===== src/rtl/aes_encrypt_controller.sv =====
// Control FSM for the AES-128 forward cipher datapath: sequences key expansion,
// the initial AddRoundKey, NUM_ROUNDS-1 full rounds and the final round without MixColumns.
module aes_encrypt_controller #(
  parameter int KEY_CYCLES = 25,
  parameter int NUM_ROUNDS = 10
) (
  input  logic       CLK,
  input  logic       RESET,
  input  logic       AES_START,
  output logic [1:0] SELECT,
  output logic [1:0] MC_col,
  output logic [3:0] ROUND,
  output logic       Load_Reg,
  output logic       Load_MC,
  output logic       Key_Exp_En,
  output logic       AES_DONE
);

  localparam int KW = (KEY_CYCLES > 1) ? $clog2(KEY_CYCLES) : 1;

  localparam logic [1:0] SEL_SB  = 2'b00;
  localparam logic [1:0] SEL_SR  = 2'b01;
  localparam logic [1:0] SEL_ARK = 2'b10;
  localparam logic [1:0] SEL_MC  = 2'b11;

  typedef enum logic [3:0] {
    WAIT, KEY_EXP, ARK_INIT, SB, SR, MC0, MC1, MC2, MC3, MC_WB, ARK,
    SB_F, SR_F, ARK_F, DONE
  } state_t;

  state_t        state, state_next;
  logic [KW-1:0] key_cnt;
  logic [3:0]    round_cnt;
  logic          key_last;

  assign key_last = (key_cnt == KW'(KEY_CYCLES - 1));

  always_ff @(posedge CLK) begin
    if (RESET) begin
      state <= WAIT;
    end else begin
      state <= state_next;
    end
  end

  // key_cnt only runs inside KEY_EXP; round_cnt advances on leaving each AddRoundKey
  always_ff @(posedge CLK) begin
    if (RESET) begin
      key_cnt   <= '0;
      round_cnt <= '0;
    end else begin
      key_cnt <= (state == KEY_EXP && !key_last) ? key_cnt + KW'(1) : '0;
      case (state)
        WAIT:         round_cnt <= '0;
        ARK_INIT, ARK: round_cnt <= round_cnt + 4'd1;
        DONE:         if (!AES_START) round_cnt <= '0;
        default:      round_cnt <= round_cnt;
      endcase
    end
  end

  always_comb begin
    state_next = state;
    case (state)
      WAIT:     if (AES_START) state_next = KEY_EXP;
      KEY_EXP:  if (key_last) state_next = ARK_INIT;
      ARK_INIT: state_next = SB;
      SB:       state_next = SR;
      SR:       state_next = MC0;
      MC0:      state_next = MC1;
      MC1:      state_next = MC2;
      MC2:      state_next = MC3;
      MC3:      state_next = MC_WB;
      MC_WB:    state_next = ARK;
      ARK:      state_next = (round_cnt == 4'(NUM_ROUNDS - 1)) ? SB_F : SB;
      SB_F:     state_next = SR_F;
      SR_F:     state_next = ARK_F;
      ARK_F:    state_next = DONE;
      DONE:     if (!AES_START) state_next = WAIT;
      default:  state_next = WAIT;
    endcase
  end

  always_comb begin
    SELECT     = SEL_SB;
    MC_col     = 2'd0;
    Load_Reg   = 1'b0;
    Load_MC    = 1'b0;
    Key_Exp_En = 1'b0;
    AES_DONE   = 1'b0;
    case (state)
      KEY_EXP:              Key_Exp_En = 1'b1;
      ARK_INIT, ARK, ARK_F: begin SELECT = SEL_ARK; Load_Reg = 1'b1; end
      SB, SB_F:             begin SELECT = SEL_SB;  Load_Reg = 1'b1; end
      SR, SR_F:             begin SELECT = SEL_SR;  Load_Reg = 1'b1; end
      MC0:                  begin SELECT = SEL_MC; Load_MC = 1'b1; MC_col = 2'd0; end
      MC1:                  begin SELECT = SEL_MC; Load_MC = 1'b1; MC_col = 2'd1; end
      MC2:                  begin SELECT = SEL_MC; Load_MC = 1'b1; MC_col = 2'd2; end
      MC3:                  begin SELECT = SEL_MC; Load_MC = 1'b1; MC_col = 2'd3; end
      MC_WB:                begin SELECT = SEL_MC; Load_Reg = 1'b1; end
      DONE:                 AES_DONE = 1'b1;
      default:              ;
    endcase
  end

  assign ROUND = round_cnt;

endmodule

===== config.mk =====
export PLATFORM = sky130hd
export DESIGN_NAME = aes_encrypt_controller
export DESIGN_NICKNAME = d
export VERILOG_FILES = /design/src/rtl/aes_encrypt_controller.sv
export SDC_FILE = /design/constraint.sdc
export NUM_CORES = 1
export LEC_CHECK = 0
export CORE_MARGIN = 10
export CORE_UTILIZATION = 40
export DETAILED_ROUTE_END_ITERATION = 7
export SYNTH_ARGS = -nofsm -noshare
export SYNTH_HDL_FRONTEND = slang
export SYNTH_SLANG_ARGS = --single-unit

===== constraint.sdc =====
create_clock -name CLK -period 2.2 [get_ports CLK]
set_input_delay 0.44 -clock CLK [delete_from_list [all_inputs] [get_ports CLK]]
set_output_delay 0.44 -clock CLK [all_outputs]
set_load 0.05 [all_outputs]

==> metrics.md, run 1 <==
| Metric | Value |
|---|---|
| Fin crit period | 2.03 ns |
| Setup crit start | state[3]$_SDFFE_PP0P_ |
| Port buffer count | 14 |
| Syn Nets | 109 |
| Synth unique cells | 34 |
| Vias in the first global route | 708 |
| CTS sink count | 13 |
| Initial antenna violation count | 0 |
| F_max | 492 MHz |
| Reg clk slew, reported paths | 0.08 ns |
| Die width | 66.5 µm |
| Clock Skew | 0.00532 ns |
| Leakage power | 0.403 nW |
| Layout area overhead | 30.4% |
| CTS Hold Buffers Added | 0 |
| DR WL/cell | 12.7 µm |
| Worst-case reg-to-reg path depth | 4 |
| Worst relative slew slack | 0.540 |
| R2r startpoint | state[3]$_SDFFE_PP0P_ |
| Crit path to | Load_Reg |
| Clock power frac | 0.283 |
| Measured slew at the worst slew-check pin | 0.690 ns |
| Worst min path class | flop to flop |
| Flop pwr share | 0.497 |
| CTS root buf | clkbuf_4 |
| First-pass GRT wire length | 3130 µm |
| Fin cells | 143 |
| RSZ-0062 raised after global routing | false |
| Final wirelength | 1820 µm |
| Post-synth top area cell | dfxtp_1 |
| Dominant cells by area after synthesis | dfxtp_1 30%, nor2_1 6.9%, a2111oi_4 6.4% |
| Ys async rst share | 0 |
| Fill count | 191 |
| Final Cycle Share | 0.925 |
| Setup bufs post-CTS | 0 |
| Critical path peak fanout | 18 |
| Status | complete, no violations |
| Via-per-instance ratio | 5.17 |
| Final #Nets | 124 |
| Post_cts resized | 0 |
| Post-synth top area share | 0.301 |
| Largest net degree at the start of global routing | 19 |
| Chip height | 66.5 µm |
| Critical Path AT | 1.59 ns |
| Ant diodes | 0 |
| DR iter-0 viols | 4 |
| Worst Path Required | 1.76 ns |
| Register area | 262 µm² |
| Power density over cell area | 450 mW/mm² |
| Tot GR Track Use | 0.0887 |
| Die area | 0.00442 mm² |
| Syn. warnings | 0 |
| Logic pwr share | 0.221 |
| Reg2reg end | ROUND[3]$_SDFFE_PP0P_ |
| First-pass DRT Iterations | 4 |
| CTS H-tree depth | 1 |
| Mapped Cells | 102 |
| Syn Area/Cell | 8.48 µm² |
| Post-synth EDFFs | 0 |
| WS Path Type | flop to output port |
| Clock latency on the worst-skew pair | 0.27 ns |
| Worst VDD drop | 0.000448 V |
| Crit path launch type | flop |
| Pint | 0.358 mW |
| Crit end category | output port |
| Num ports | 15 |
| # DRC | 0 |
| Final Power | 0.507 mW |
| Final estimated routing congestion in global placement | 0.770 |
| Synth Flop Type | dfxtp_1 |
| Routed Antenna Nets | 0 |
| Most frequent cell after synthesis | nor2_1 |
| Final Hold Fails | 0 |
| Core area | 0.00200 mm² |
| Max-cap violation count | 0 |
| Synth top cells by count | 16 x nor2_1, 13 x dfxtp_1, 8 x nand2_1 |
| GRT overflow | 0 |
| Endpoints failing setup | 0 |
| Switching power total | 0.149 mW |
| # rows | 16 |
| Via count | 739 |
| Starting Density | 0.432 |
| Placed wire-length estimate | 1420 µm |
| Mapped cell area | 865 µm² |
| Share of the yosys chip area belonging to registers | 0.301 |
| Sw frac | 0.294 |
| Setup TNS | 0 ns |
| TritonCTS Buffers | 3 |
| Area of the multi-input gates | 548 µm² |
| CTS tree | yes |
| R2R Setup Slk | 0.56 ns |
| Max-slew violation count | 0 |
| Share of layout cells above drive strength 1 | 0.198 |
| Clock Path Buffers | 2 |
| Synthesized flop and latch total | 13 |
| Placed Cells | 139 |
## worst max-delay path, cell delays in order, from the launching register on
cell,delay (ns)
dfxtp_1,0.77
nor2_1,0.13
nor3b_2,0.25
buf_12,0.17
## worst min-delay path by stage
stage	slack (ns)	depth (start not counted)	to	from
2_1_floorplan	0.43	1	key_cnt[0]$_SDFF_PP0_	key_cnt[0]$_SDFF_PP0_
3_3_place_gp	0.45	1	key_cnt[0]$_SDFF_PP0_	key_cnt[0]$_SDFF_PP0_
3_5_place_dp	0.46	1	key_cnt[0]$_SDFF_PP0_	key_cnt[0]$_SDFF_PP0_
4_1_cts	0.48	1	key_cnt[0]$_SDFF_PP0_	key_cnt[0]$_SDFF_PP0_
5_1_grt	0.50	1	key_cnt[0]$_SDFF_PP0_	key_cnt[0]$_SDFF_PP0_
6_report	0.47	1	key_cnt[0]$_SDFF_PP0_	key_cnt[0]$_SDFF_PP0_
## layout by cell type, fill, tap and decap left out, types with 2 or more instances in the layout
| cell type | instances |
|---|---|
| nor2b_1 | 3 |
| clkdlybuf4s50_1 | 6 |
| nor2_1 | 16 |
| nand3_1 | 4 |
| ha_1 | 4 |
| nand2b_1 | 2 |
| a2111oi_4 | 2 |
| nor3_1 | 3 |
| o21ai_1 | 2 |
| clkbuf_4 | 3 |
| xnor2_1 | 4 |
| dfxtp_1 | 12 |
| inv_1 | 6 |
| xor2_1 | 2 |
| buf_12 | 8 |
| a21oi_1 | 7 |
| buf_4 | 2 |
| nand2_1 | 8 |
## state kept, by name, summed over array words and instances, names as in the netlist
signal   cells
ROUND        4
key_cnt      5
state        4
## layout make-up
type	count	area share
clock buffers	4	0.0233
repair buffers	16	0.209
multi-input cells	77	0.486
well taps	27	0.0300
inverters	6	0.0200
flip-flops and latches	13	0.232
## metrics by stage
step	instance area, µm²	worst slack, ns	hold WS, ns	utilization
finish	1130	0.166	0.469	0.563
detailed placement	1090	0.330	0.463	0.547
global placement	1090	0.354	0.446	0.547
floorplan	875	0.238	0.430	-
global route	1130	0.00622	0.501	0.563
CTS	1120	0.0972	0.483	0.560
## metal layers
| layer | routed length (µm) | share of wire | GRT usage |
|---|---|---|---|
| met5 | 0 | 0 | 0 |
| met4 | 21 | 0.012 | 0.0314 |
| met3 | 139 | 0.076 | 0.0468 |
| met2 | 840 | 0.46 | 0.146 |
| met1 | 816 | 0.45 | 0.0946 |
## cell families after synthesis
logic type      count (synthesis)  share of synthesized area
simple gates                   44                      0.266
fa+ha+maj                       4                     0.0579
compound gates                 22                      0.220
mux                             1                     0.0116
buf+inv                        12                     0.0825
xor+xnor                        6                     0.0608
flops                          13                      0.301
## power groups by stage
stage               logic [mW]  registers (mW)  clock network, mW
global placement         0.111           0.257                  0
finish                   0.112           0.252              0.143
detailed placement       0.113           0.258                  0
global route             0.120           0.253              0.165
CTS                      0.113           0.252              0.152
floorplan               0.0614           0.267                  0
Power figures use the tool's default switching activity.
==> run 2, diff against run 1 <==
--- a/config.mk
+++ b/config.mk
@@ -6,7 +6,7 @@
 export NUM_CORES = 1
 export LEC_CHECK = 0
 export CORE_MARGIN = 10
-export CORE_UTILIZATION = 40
+export CORE_UTILIZATION = 33
 export DETAILED_ROUTE_END_ITERATION = 7
 export SYNTH_ARGS = -nofsm -noshare
 export SYNTH_HDL_FRONTEND = slang
==> run 2 against run 1 <==
Compared with the run above:
- die area rose by 15%
- via count fell by 0.27%
- non-clock buffer count did not move
- first-iteration DRC count rose to 6.0 times the previous value
- flip-flop and latch count did not move
- worst hold slack improved by 0.0045 ns
- clock skew rose by 0.00057 ns
- clock power rose by 3%
- power rose by 0.74%
- routed wire length fell by 2.3%
- global-route usage fell by 2.0 points
- critical path type unchanged
- critical endpoint is now Key_Exp_En
==> metrics.md, run 2 (synthesis results as in run 1) <==
| Metric | Value |
|---|---|
| Crit path launch type | flop |
| Via-per-instance ratio | 5.05 (-2.3%) |
| Crit end category | output port |
| CTS Hold Buffers Added | 0 (unchanged) |
| Tot GR Track Use | 0.0692 (-0.0195) |
| Worst VDD drop | 0.000347 V (-22%) |
| Fin crit period | 2.08 ns (+0.0448 ns) |
| Largest net degree at the start of global routing | 19 (unchanged) |
| # rows | 18 (+2) |
| Final wirelength | 1780 µm (-2.3%) |
| Num ports | 15 (unchanged) |
| Worst min path class | flop to flop |
| First-pass GRT wire length | 3040 µm (-3.1%) |
| Routed Antenna Nets | 0 (unchanged) |
| Worst path max stage delay | 0.74 ns (-0.03 ns) |
| Final Hold Fails | 0 (unchanged) |
| Setup TNS | 0 ns (unchanged) |
| DR iter-0 viols | 24 (+20) |
| Placed wire-length estimate | 1400 µm (-1.1%) |
| CP delay by family, top | flip-flops |
| DR WL/cell | 12.2 µm (-4.3%) |
| Power density over cell area | 453 mW/mm² (+0.74%) |
| Max-cap violation count | 0 (unchanged) |
| Worst-case reg-to-reg path depth | 4 (unchanged) |
| Critical path peak fanout | 18 (unchanged) |
| First-pass DRT Iterations | 3 (-1) |
| Vias in the first global route | 713 (+0.71%) |
| Place WS | 0.311 ns (-0.0187 ns) |
| CP Cell Sequence | nor3_1, and2_1, buf_12 |
| Hold path cells | 1 (unchanged) |
| Pint | 0.358 mW (about the same) |
| Final #Nets | 124 (unchanged) |
| TritonCTS Buffers | 3 (unchanged) |
| Clock Skew | 0.00589 ns (+0.000572 ns) |
| Via count | 737 (-0.27%) |
| Measured slew at the worst slew-check pin | 0.648 ns (-0.0414 ns) |
| Reg2reg end | ROUND[2]$_SDFFE_PP0P_ |
| Initial antenna violation count | 0 (unchanged) |
| Buf+Inv Stages, Crit Path | 1 (unchanged) |
| Status | complete, no violations |
| CTS sink count | 13 (unchanged) |
| Clock latency on the worst-skew pair | 0.27 ns (about the same) |
| Setup bufs post-CTS | 0 (unchanged) |
| Post_cts resized | 0 (unchanged) |
| Endpoints failing setup | 0 (unchanged) |
| Critical-path top delay cell | dfxtp_1 |
| Min-Delay Startpoint | key_cnt[0]$_SDFF_PP0_ |
| CTS root buf | clkbuf_4 |
| Final estimated routing congestion in global placement | 0.777 (+0.94%) |
| Switching power total | 0.153 mW (+2.4%) |
| Port buffer count | 14 (unchanged) |
| Largest reg by FF count | key_cnt |
| Critical Path AT | 1.64 ns (+0.05 ns) |
| RSZ-0062 raised after global routing | false |
| F_max | 481 MHz (-2.2%) |
| Largest register FFs | 5 (unchanged) |
| Chip height | 71.2 µm (+7.1%) |
| Clock power frac | 0.289 (+0.006) |
| Reg clk slew, reported paths | 0.08 ns (about the same) |
| Placed Cells | 142 (+2.2%) |
| Starting Density | 0.346 (-0.0860) |
| WS Path Type | flop to output port |
| Die width | 71.2 µm (+7.1%) |
| Setup ws final | 0.121 ns (-0.0448 ns) |
| # DRC | 0 (unchanged) |
| Commonest cells after routing, fill and taps aside | 16 x nor2_1, 11 x dfxtp_1, 8 x nand2_1, 8 x buf_12, 7 x a21oi_1 |
| Setup crit start | state[3]$_SDFFE_PP0P_ |
| Clock Path Buffers | 2 (unchanged) |
| Max-slew violation count | 0 (unchanged) |
| Flop pwr share | 0.494 (-0.003) |
| Fill count | 247 (+29%) |
| GRT overflow | 0 (unchanged) |
| CTS H-tree depth | 1 (unchanged) |
| Fin cells | 146 (+2.1%) |
| R2r startpoint | state[3]$_SDFFE_PP0P_ |
| Ant diodes | 0 (unchanged) |
| Worst relative slew slack | 0.567 (+0.0276) |
| CTS tree | yes |
| R2R Setup Slk | 0.57 ns (about the same) |
| Sw frac | 0.299 (+0.00487) |
| Die area | 0.00507 mm² (+15%) |
| Layout area overhead | 30.4% (unchanged) |
| Hold Path End | key_cnt[0]$_SDFF_PP0_ |
| Most common cell after layout, fill and taps aside | nor2_1 |
| Logic pwr share | 0.216 (-0.005) |
| Core area | 0.00250 mm² (+25%) |
| Leakage power | 0.403 nW (-0.14%) |
| Final Cycle Share | 0.945 (+0.0204) |
| Worst Path Required | 1.76 ns (about the same) |
| Share of layout cells above drive strength 1 | 0.198 (unchanged) |
## run 2: changes by cell type in the layout (fill, tap and decap cells not counted)
cell | previous run | this run
nor3_2 | 1 | 0
dfxtp_1 | 12 | 11
dfxtp_2 | 1 | 2
nor3_1 | 3 | 4
## run 2: cell type report
class                      instances  area (µm²)  area share
sequential                        13         263       0.233
multi-input combinational         77         543       0.482
tap                               30        37.5      0.0333
inverter                           6        22.5      0.0200
clock buffer                       4        26.3      0.0233
timing repair buffer              16         235       0.209
## run 2: worst max-delay path by stage
stage | endpoint | slack [ns] | cells after the start
floorplan | SELECT[1] | 0.24 | 3
global placement | ROUND[3]$_SDFFE_PP0P_ | 0.34 | 5
detailed placement | ROUND[2]$_SDFFE_PP0P_ | 0.31 | 5
CTS | Load_Reg | 0.10 | 5
global route | Key_Exp_En | 0.003 | 3
finish | Key_Exp_En | 0.12 | 3
## run 2: metal layers
layer,share of wire,vias to the layer above,GRT usage
met3,0.053,2,0.0251
met4,0.0073,0,0.0215
met2,0.49,9,0.125
met5,0,-,0
li1,-,380,-
met1,0.44,346,0.0725
## run 2: worst register-to-register path, cell delays in order (launching register included)
cell,delay (ns)
dfxtp_1,0.74
nand2b_4,0.16
a2111oi_4,0.40
xnor2_1,0.15
nor2_1,0.05
## run 2: power by group through the flow
stage / clock network (mW) / registers [mW] / logic, mW
floorplan: 0 / 0.267 / 0.0614
global placement: 0 / 0.258 / 0.111
detailed placement: 0 / 0.258 / 0.112
CTS: 0.153 / 0.253 / 0.112
global route: 0.170 / 0.254 / 0.121
finish: 0.148 / 0.253 / 0.110
## run 2: through the flow
stage	utilization	hold slack, ns	area, µm²	power [mW]
4_1_cts	0.450	0.471	1120	0.518
6_report	0.451	0.474	1130	0.511
2_1_floorplan	-	0.430	875	0.328
3_5_place_dp	0.439	0.459	1100	0.370
3_3_place_gp	0.439	0.443	1100	0.369
5_1_grt	0.451	0.487	1130	0.545
